==> src/rtl/div_unit_pkg.sv <==
// Shared types for the integer divider.
//
// Package common : ALU function codes seen by the divider, the machine word type
//                  and a plain 64-bit alias.
// Package pipes  : divider FSM state encoding and the iteration count for a full
//                  64-bit divide.
//
// Optional feature macro used by div_unit: DIV_FAST_SPECIAL_EN.

package common;

   localparam int XLEN = 64;

   typedef logic [XLEN-1:0] word_t;
   typedef logic [63:0]     u64;

   // Only the divide-class functions reach the divider.
   typedef enum logic [1:0] {
      ALU_DIV  = 2'd0,
      ALU_DIVU = 2'd1,
      ALU_REM  = 2'd2,
      ALU_REMU = 2'd3
   } alufunc_t;

endpackage

package pipes;

   typedef enum logic [1:0] {
      IDLE = 2'd0,
      RUN  = 2'd1,
      DONE = 2'd2
   } div_state_t;

   localparam int DIV_ITERS = 64;

endpackage

==> src/rtl/div_unit_step.sv <==
// One radix-2 restoring division step (purely combinational).
//
// Ports:
//   rem_in  : partial remainder entering this step
//   q_in    : dividend/quotient shift register; its MSB is the next dividend bit
//   d       : divisor magnitude
//   rem_out : partial remainder after the conditional subtract
//   q_out   : q_in shifted left with the new quotient bit in the LSB

module div_step #(
   parameter int WIDTH = 64
) (
   input  logic [WIDTH-1:0] rem_in,
   input  logic [WIDTH-1:0] q_in,
   input  logic [WIDTH-1:0] d,
   output logic [WIDTH-1:0] rem_out,
   output logic [WIDTH-1:0] q_out
);

   logic [WIDTH:0]   shifted;
   logic [WIDTH-1:0] diff;
   logic             ge;

   // The shifted remainder needs one extra bit for the compare. When the
   // subtract is taken the true difference is below d, so the low WIDTH bits
   // of a WIDTH-bit subtract are exact.
   always_comb begin
      shifted = {rem_in, q_in[WIDTH-1]};
      ge      = (shifted >= {1'b0, d});
      diff    = shifted[WIDTH-1:0] - d;
      rem_out = ge ? diff : shifted[WIDTH-1:0];
      q_out   = {q_in[WIDTH-2:0], ge};
   end

endmodule

==> src/rtl/div_unit.sv <==
// Iterative radix-2 restoring divider for DIV/DIVU/REM/REMU and their W forms.
// Operands arrive already sign/zero-extended by decode. The unit holds busy
// while computing and presents its result with a one-cycle out_valid pulse.
//
// Ports:
//   clk       : pipeline clock
//   reset     : asynchronous, active-low; clears all state
//   in_valid  : start request, only looked at in IDLE
//   alufunc   : ALU_DIV / ALU_DIVU / ALU_REM / ALU_REMU
//   is_word   : W form; result is sign-extended from bit 31
//   rd1, rd2  : dividend, divisor
//   flush     : abort the in-flight operation
//   busy      : high from the accept edge until the end of the done cycle
//   out_valid : one-cycle pulse, result valid in that cycle
//   result    : quotient or remainder, held until a later operation completes
//
// Optional feature macro DIV_FAST_SPECIAL_EN: when defined, divide-by-zero and
// signed overflow skip the iterations and complete in the cycle after accept.
// When undefined every operation takes the full iteration count; results are
// identical either way.

module div_unit
   import common::*;
   import pipes::*;
#(
   parameter int WIDTH = DIV_ITERS,
   parameter int CNT_W = 7
) (
   input  logic             clk,
   input  logic             reset,
   input  logic             in_valid,
   input  alufunc_t         alufunc,
   input  logic             is_word,
   input  logic [WIDTH-1:0] rd1,
   input  logic [WIDTH-1:0] rd2,
   input  logic             flush,
   output logic             busy,
   output logic             out_valid,
   output logic [WIDTH-1:0] result
);

   localparam logic [WIDTH-1:0] ONE      = {{(WIDTH-1){1'b0}}, 1'b1};
   localparam logic [WIDTH-1:0] MIN_NEG  = {1'b1, {(WIDTH-1){1'b0}}};
   localparam logic [CNT_W-1:0] CNT_LAST = CNT_W'(WIDTH-1);
   localparam logic [CNT_W-1:0] CNT_ONE  = CNT_W'(1);

   div_state_t       state_q,    state_d;
   logic [CNT_W-1:0] cnt_q,      cnt_d;
   logic [WIDTH-1:0] q_q,        q_d;
   logic [WIDTH-1:0] rem_q,      rem_d;
   logic [WIDTH-1:0] dsr_q,      dsr_d;
   logic [WIDTH-1:0] dvd_raw_q,  dvd_raw_d;
   logic             neg_quo_q,  neg_quo_d;
   logic             neg_rem_q,  neg_rem_d;
   logic             div0_q,     div0_d;
   logic             ovf_q,      ovf_d;
   logic             want_rem_q, want_rem_d;
   logic             word_op_q,  word_op_d;
   logic [WIDTH-1:0] res_new_q,  res_new_d;
   logic [WIDTH-1:0] result_q,   result_d;

   logic             op_signed;
   logic             op_rem;
   logic [WIDTH-1:0] rd1_mag;
   logic [WIDTH-1:0] rd2_mag;
   logic             div0_in;
   logic             ovf_in;
   logic             accept;
   logic [WIDTH-1:0] step_rem;
   logic [WIDTH-1:0] step_q;

   function automatic logic [WIDTH-1:0] negate(input logic [WIDTH-1:0] v);
      return (~v) + ONE;
   endfunction

   // Special-case flags override the iterated magnitudes, so the fast path
   // can call this with zero magnitudes and still get the right answer.
   function automatic logic [WIDTH-1:0] pick_result(
      input logic [WIDTH-1:0] quo_mag,
      input logic [WIDTH-1:0] rem_mag,
      input logic [WIDTH-1:0] dividend,
      input logic             div0,
      input logic             ovf,
      input logic             neg_quo,
      input logic             neg_rem,
      input logic             want_rem,
      input logic             word_op
   );
      logic [WIDTH-1:0] quo;
      logic [WIDTH-1:0] rmd;
      logic [WIDTH-1:0] r;
      if (div0) begin
         quo = '1;
         rmd = dividend;
      end else if (ovf) begin
         quo = dividend;
         rmd = '0;
      end else begin
         quo = neg_quo ? negate(quo_mag) : quo_mag;
         rmd = neg_rem ? negate(rem_mag) : rem_mag;
      end
      r = want_rem ? rmd : quo;
      if (word_op) begin
         r = {{(WIDTH-32){r[31]}}, r[31:0]};
      end
      return r;
   endfunction

   // Operand decode at the accept edge: magnitudes for signed ops, and the
   // two special cases that bypass the iterated answer.
   always_comb begin
      op_signed = (alufunc == ALU_DIV) || (alufunc == ALU_REM);
      op_rem    = (alufunc == ALU_REM) || (alufunc == ALU_REMU);
      rd1_mag   = (op_signed && rd1[WIDTH-1]) ? negate(rd1) : rd1;
      rd2_mag   = (op_signed && rd2[WIDTH-1]) ? negate(rd2) : rd2;
      div0_in   = (rd2 == '0);
      ovf_in    = op_signed && (rd1 == MIN_NEG) && (rd2 == '1);
      accept    = (state_q == IDLE) && in_valid && !flush;
   end

   div_step #(
      .WIDTH (WIDTH)
   ) u_step (
      .rem_in  (rem_q),
      .q_in    (q_q),
      .d       (dsr_q),
      .rem_out (step_rem),
      .q_out   (step_q)
   );

   // Next-state logic. The new result is captured on the edge that enters
   // DONE and only becomes the held result when DONE completes unflushed,
   // so a flushed operation never disturbs the last delivered value.
   always_comb begin
      state_d    = state_q;
      cnt_d      = cnt_q;
      q_d        = q_q;
      rem_d      = rem_q;
      dsr_d      = dsr_q;
      dvd_raw_d  = dvd_raw_q;
      neg_quo_d  = neg_quo_q;
      neg_rem_d  = neg_rem_q;
      div0_d     = div0_q;
      ovf_d      = ovf_q;
      want_rem_d = want_rem_q;
      word_op_d  = word_op_q;
      res_new_d  = res_new_q;
      result_d   = result_q;

      case (state_q)
         IDLE: begin
            if (accept) begin
               cnt_d      = '0;
               rem_d      = '0;
               q_d        = rd1_mag;
               dsr_d      = rd2_mag;
               dvd_raw_d  = rd1;
               neg_quo_d  = op_signed && (rd1[WIDTH-1] ^ rd2[WIDTH-1]);
               neg_rem_d  = op_signed && rd1[WIDTH-1];
               div0_d     = div0_in;
               ovf_d      = ovf_in;
               want_rem_d = op_rem;
               word_op_d  = is_word;
`ifdef DIV_FAST_SPECIAL_EN
               if (div0_in || ovf_in) begin
                  state_d   = DONE;
                  res_new_d = pick_result('0, '0, rd1, div0_in, ovf_in,
                                          1'b0, 1'b0, op_rem, is_word);
               end else begin
                  state_d = RUN;
               end
`else
               state_d = RUN;
`endif
            end
         end

         RUN: begin
            if (flush) begin
               state_d = IDLE;
            end else begin
               rem_d = step_rem;
               q_d   = step_q;
               cnt_d = cnt_q + CNT_ONE;
               if (cnt_q == CNT_LAST) begin
                  state_d   = DONE;
                  res_new_d = pick_result(step_q, step_rem, dvd_raw_q, div0_q, ovf_q,
                                          neg_quo_q, neg_rem_q, want_rem_q, word_op_q);
               end
            end
         end

         DONE: begin
            state_d = IDLE;
            if (!flush) begin
               result_d = res_new_q;
            end
         end

         default: begin
            state_d = IDLE;
         end
      endcase
   end

   // State and datapath registers.
   always_ff @(posedge clk or negedge reset) begin
      if (!reset) begin
         state_q    <= IDLE;
         cnt_q      <= '0;
         q_q        <= '0;
         rem_q      <= '0;
         dsr_q      <= '0;
         dvd_raw_q  <= '0;
         neg_quo_q  <= 1'b0;
         neg_rem_q  <= 1'b0;
         div0_q     <= 1'b0;
         ovf_q      <= 1'b0;
         want_rem_q <= 1'b0;
         word_op_q  <= 1'b0;
         res_new_q  <= '0;
         result_q   <= '0;
      end else begin
         state_q    <= state_d;
         cnt_q      <= cnt_d;
         q_q        <= q_d;
         rem_q      <= rem_d;
         dsr_q      <= dsr_d;
         dvd_raw_q  <= dvd_raw_d;
         neg_quo_q  <= neg_quo_d;
         neg_rem_q  <= neg_rem_d;
         div0_q     <= div0_d;
         ovf_q      <= ovf_d;
         want_rem_q <= want_rem_d;
         word_op_q  <= word_op_d;
         res_new_q  <= res_new_d;
         result_q   <= result_d;
      end
   end

   // Outputs: the fresh result is shown only while it is being delivered.
   always_comb begin
      busy      = (state_q != IDLE);
      out_valid = (state_q == DONE) && !flush;
      result    = out_valid ? res_new_q : result_q;
   end

endmodule
==> config.mk <==
export PLATFORM = sky130hd
export DESIGN_NAME = div_unit
export DESIGN_NICKNAME = d
export VERILOG_FILES = /design/src/rtl/div_unit_pkg.sv /design/src/rtl/div_unit_step.sv /design/src/rtl/div_unit.sv
export SDC_FILE = /design/constraint.sdc
export NUM_CORES = 1
export LEC_CHECK = 0
export CAP_MARGIN = 20
export CORE_MARGIN = 2
export CORE_UTILIZATION = 40
export DETAILED_ROUTE_END_ITERATION = 16
export GPL_TIMING_DRIVEN = 0
export PLACE_DENSITY_LB_ADDON = 0.15
export SKIP_CTS_REPAIR_TIMING = 1
export SKIP_LAST_GASP = 1
export SYNTH_ARGS = -nofsm -noshare
export SYNTH_HDL_FRONTEND = slang
export SYNTH_HIERARCHICAL = 1
export SYNTH_SLANG_ARGS = --single-unit
==> constraint.sdc <==
create_clock -name clk -period 5.76 [get_ports clk]
set_clock_uncertainty 0.1 [all_clocks]
set_input_delay 0.576 -clock clk [delete_from_list [all_inputs] [get_ports clk]]
set_output_delay 0.576 -clock clk [all_outputs]
set_load 0.02 [all_outputs]
==> impl_results.rst <==
.. list-table::
   :header-rows: 1

   * - Metric
     - Value
   * - Total count of max-transition violations in the final report
     - 0
   * - Max-cap violations
     - 0
   * - Sequential-to-total area share from yosys stat
     - 0.343
   * - Drt first pass iters
     - 8
   * - Status
     - finished with violations
   * - FF-to-FF path depth
     - 19
   * - Clock tree from TritonCTS
     - built
   * - Largest vdd supply drop
     - 0.000559 V
   * - Clock sinks
     - 399
   * - Minimum setup slack in the final design
     - -290 ps
   * - Clock H-tree levels
     - 2
   * - Die footprint
     - 0.0749 mm2
   * - Leakage power figure
     - 15.1 nW
   * - Crit path arrival time
     - 6450 ps
   * - Post-Synth Adder-Cell Area
     - 0.0308
   * - Initial antenna violation count
     - 2
   * - Max Clk Rate
     - 165 MHz
   * - Unrepaired setup endpoints after global routing
     - yes
   * - Number of nets in the finished design
     - 4028
   * - Number of top-level design ports
     - 201
   * - Gpl congestion
     - 1.00
   * - Fraction of synthesized area in multiplexers
     - 0.0489
   * - Synthesized net count
     - 3702
   * - Max-slew headroom at the worst pin
     - 0.164
   * - Slew @ Worst Pin
     - 1250 ps
   * - Buffer type at the clock tree root
     - sky130_fd_sc_hd__clkbuf_16
   * - CP Data Required Time
     - 6160 ps
   * - Maximum number of pins on one net before global-route repair
     - 98
   * - Number of buffer cells added on primary ports
     - 200
   * - Global-route wire length before repair
     - 180 mm
   * - Post-synthesis sequential element count
     - 399
   * - Number of vias in the routed layout
     - 29900
   * - Total of warnings raised by yosys
     - 6
   * - Initial cell density of the core
     - 0.405
   * - Avg Cell Area, Syn
     - 8.32 um2
   * - Unique cell type count in the Yosys netlist
     - 109
   * - Asr flop ratio synth
     - 1.00
   * - Fraction of final layout cells with drive strength greater than 1
     - 0.150
   * - FP Rows
     - 98
   * - Simple-Gate Fraction of Synth Area
     - 0.200
   * - EDFF count, synth
     - 0
   * - Via count of the first global-routing pass
     - 27400
   * - Proportion of total power due to net switching
     - 0.489
   * - Number of cells produced by synthesis
     - 3496
   * - Die Wd
     - 274 um
   * - Area taken by multi-input logic gates
     - 0.0184 mm2
   * - Share of the cycle needed by the critical path after routing
     - 1.05
   * - Drt wl/cell
     - 26.1 um
   * - Vert. Die Dim
     - 274 um
   * - Count of final setup violators
     - 25
   * - Final instance count without filler cells
     - 4814
   * - Clock share of power
     - 0.161
   * - Vias/cell
     - 6.22
   * - Area growth from synthesis to layout
     - 24.0%
   * - Flip-flop and latch area
     - 0.00999 mm2
   * - Filler cell count in the final layout
     - 7020
   * - Net switching power figure
     - 10.3 mW
   * - Combinational share of power
     - 0.659
   * - Cell internal power dissipation
     - 10.7 mW
   * - Cell count after placement
     - 4661
   * - Number of routed nets with antenna violations
     - 0
   * - Most common library cell in the layout ignoring fill and taps
     - sky130_fd_sc_hd__nand2_1
   * - Xor-xnor portion of the synthesized cell area
     - 0.0768
   * - Worst setup SP type
     - flip-flop
   * - Overall fraction of global-route tracks in use
     - 0.321
   * - Biggest fanout along the worst timing path
     - 9
   * - Final critical delay including setup and external delays
     - 6050 ps
   * - Estimated wirelength of the detail-placed design
     - 97.6 mm
   * - Main combinational cell family by area after synthesis
     - compound AO/OA/AOI/OAI gates
   * - Commonest register cell after synthesis
     - sky130_fd_sc_hd__dfrtp_1
   * - Iteration-0 DRC count of the detailed router
     - 3524
   * - Classification of the worst setup path
     - flip-flop to flip-flop
   * - Core Util, Final
     - 0.503
   * - Type of the worst min-delay path
     - primary input to async pin
   * - Total congestion overflow
     - 0
   * - Clk_lat worst skew
     - 640 ps
   * - Relative contribution of sequential cells to total power
     - 0.180
   * - Most used cells in the layout excluding fill and tap cells
     - 463 x sky130_fd_sc_hd__nand2_1, 397 x sky130_fd_sc_hd__dfrtp_1, 279 x sky130_fd_sc_hd__o21ai_0, 238 x sky130_fd_sc_hd__nor2_1, 200 x sky130_fd_sc_hd__a21oi_1
   * - Max clock buf depth
     - 3
   * - CTS clk-pin slew, worst paths
     - 60 ps
   * - Violations in the final reports
     - negative setup slack
   * - Core region area
     - 0.0717 mm2
   * - TritonCTS Buffers
     - 48
   * - Worst hold-check slack
     - 370 ps
   * - Final WL
     - 126 mm
   * - Pwr Density
     - 582 mW/mm2
   * - Final Hold Fails
     - 0
   * - DRC violations left
     - 0
   * - Post-synthesis compound-gate area fraction
     - 0.235
   * - Critical Path Sink Type
     - flip-flop
   * - Combined area of all synthesized cells
     - 0.0291 mm2
## cells in the mapped netlist, drive strengths merged (11+ instances only)
library cell | instances | area share
xnor2 | 114 | 0.034
a222oi | 11 | 0.0038
nand3 | 60 | 0.010
a31oi | 52 | 0.011
o21ai | 296 | 0.051
clkbuf | 192 | 0.025
dfrtp | 399 | 0.34
mux2 | 103 | 0.044
nor2b | 13 | 0.0028
nand2b | 33 | 0.0071
a21o | 40 | 0.010
nor4 | 60 | 0.014
o31ai | 76 | 0.020
a22o | 62 | 0.019
a211oi | 16 | 0.0041
or4 | 40 | 0.011
buf | 101 | 0.025
mux2i | 15 | 0.0052
o21bai | 14 | 0.0036
and3 | 21 | 0.0046
nand2 | 467 | 0.061
o211ai | 18 | 0.0048
nor2 | 241 | 0.032
ha | 70 | 0.030
a21oi | 213 | 0.037
xor2 | 141 | 0.042
a2111oi | 14 | 0.0049
o21a | 20 | 0.0052
or3 | 62 | 0.013
o41ai | 40 | 0.012
inv | 119 | 0.016
a221oi | 11 | 0.0033
nor3b | 11 | 0.0028
or2 | 20 | 0.0043
nor3 | 83 | 0.014
o22ai | 29 | 0.0062
nand4 | 65 | 0.014
## final cells by class
class,count,area share
Clock inverter,25,0.0102
Buffer,273,0.0396
Multi-Input combinational cell,2684,0.510
Timing Repair Buffer,295,0.0796
Clock buffer,65,0.0379
Timing Repair inverter,1,0.000243
Antenna cell,2,0.000139
Tap cell,950,0.0330
Sequential cell,399,0.277
Inverter,120,0.0128
## cells by family (layout without fill, tap and decap cells)
group / after synthesis / after routing
xor gates and xnor gates: 255 / 255
other: 0 / 2
adders and majority gates: 71 / 71
buffers and inverters: 413 / 779
and+or+nand+nor: 1210 / 1210
muxes: 118 / 118
AOI/OAI and AO/OA: 1030 / 1030
DFF: 399 / 399
## worst paths after layout
| check | slack (ps) | to | from |
|---|---|---|---|
| min in group clk | 380 | dsr_q[47] | dsr_q[47] |
| setup reg to reg | -290 | res_new_q[61] | rem_q[51] |
| hold reg to reg | 380 | dsr_q[47] | dsr_q[47] |
| hold / removal | 370 | dsr_q[8] | reset |
| max in group asynchronous | 3870 | q_q[41] | reset |
| setup / recovery | -290 | res_new_q[61] | rem_q[51] |
## power by group through the flow
stage                     registers [mW]  clock network, mW  logic, mW
after global routing                3.82               3.51       14.6
final                               3.77               3.39       13.8
after detailed placement            3.77                  0       11.2
after floorplan                     3.58                  0       7.95
after CTS                           3.73               3.41       11.3
after global placement              3.78                  0       11.2
## worst max-delay path: stages, from the launching register on
cell and delay, ps:
sky130_fd_sc_hd__dfrtp_1 420, sky130_fd_sc_hd__ha_2 440, sky130_fd_sc_hd__nand4_1 240, sky130_fd_sc_hd__nor4_4 310
sky130_fd_sc_hd__buf_4 190, sky130_fd_sc_hd__nand4_1 310, sky130_fd_sc_hd__o21ai_2 300, sky130_fd_sc_hd__a211o_4 220
sky130_fd_sc_hd__nor2_8 70, sky130_fd_sc_hd__clkinv_8 70, sky130_fd_sc_hd__buf_12 130, sky130_fd_sc_hd__mux2_4 340
sky130_fd_sc_hd__or4_4 600, sky130_fd_sc_hd__or4_4 560, sky130_fd_sc_hd__or4_4 620, sky130_fd_sc_hd__o311a_1 370
sky130_fd_sc_hd__nor3_2 210, sky130_fd_sc_hd__a2111oi_2 80, sky130_fd_sc_hd__buf_4 210, sky130_fd_sc_hd__o22a_1 150
## routing by layer
metal,routed length [um],global-route usage,vias up
met1,54200,0.454,14800
met5,59,0,-
met4,5510,0.127,2
li1,-,-,13300
met2,53400,0.472,1557
met3,12700,0.0721,242
## registers in the layout, summed over array words and instances, names as in the netlist
register / count
want_rem_q: 1
dsr_q: 64
res_new_q: 64
neg_rem_q: 1
rem_q: 64
word_op_q: 1
ovf_q: 1
dvd_raw_q: 64
div0_q: 1
cnt_q: 7
neg_quo_q: 1
q_q: 64
state_q: 2
result_q: 64
## stage by stage
step	cell area (um2)	total power, mW	TNS [ps]	setup slack [ps]
floorplan	29100	11.5	0	80.0
global placement	32300	15.0	-5874590	-14580
detailed placement	32500	15.0	-83390	-2390
CTS	34200	18.5	-83130	-2400
global route	36000	21.9	-4960	-381
finish	36100	21.0	-2670	-290
(Power assumes the default switching activity.)
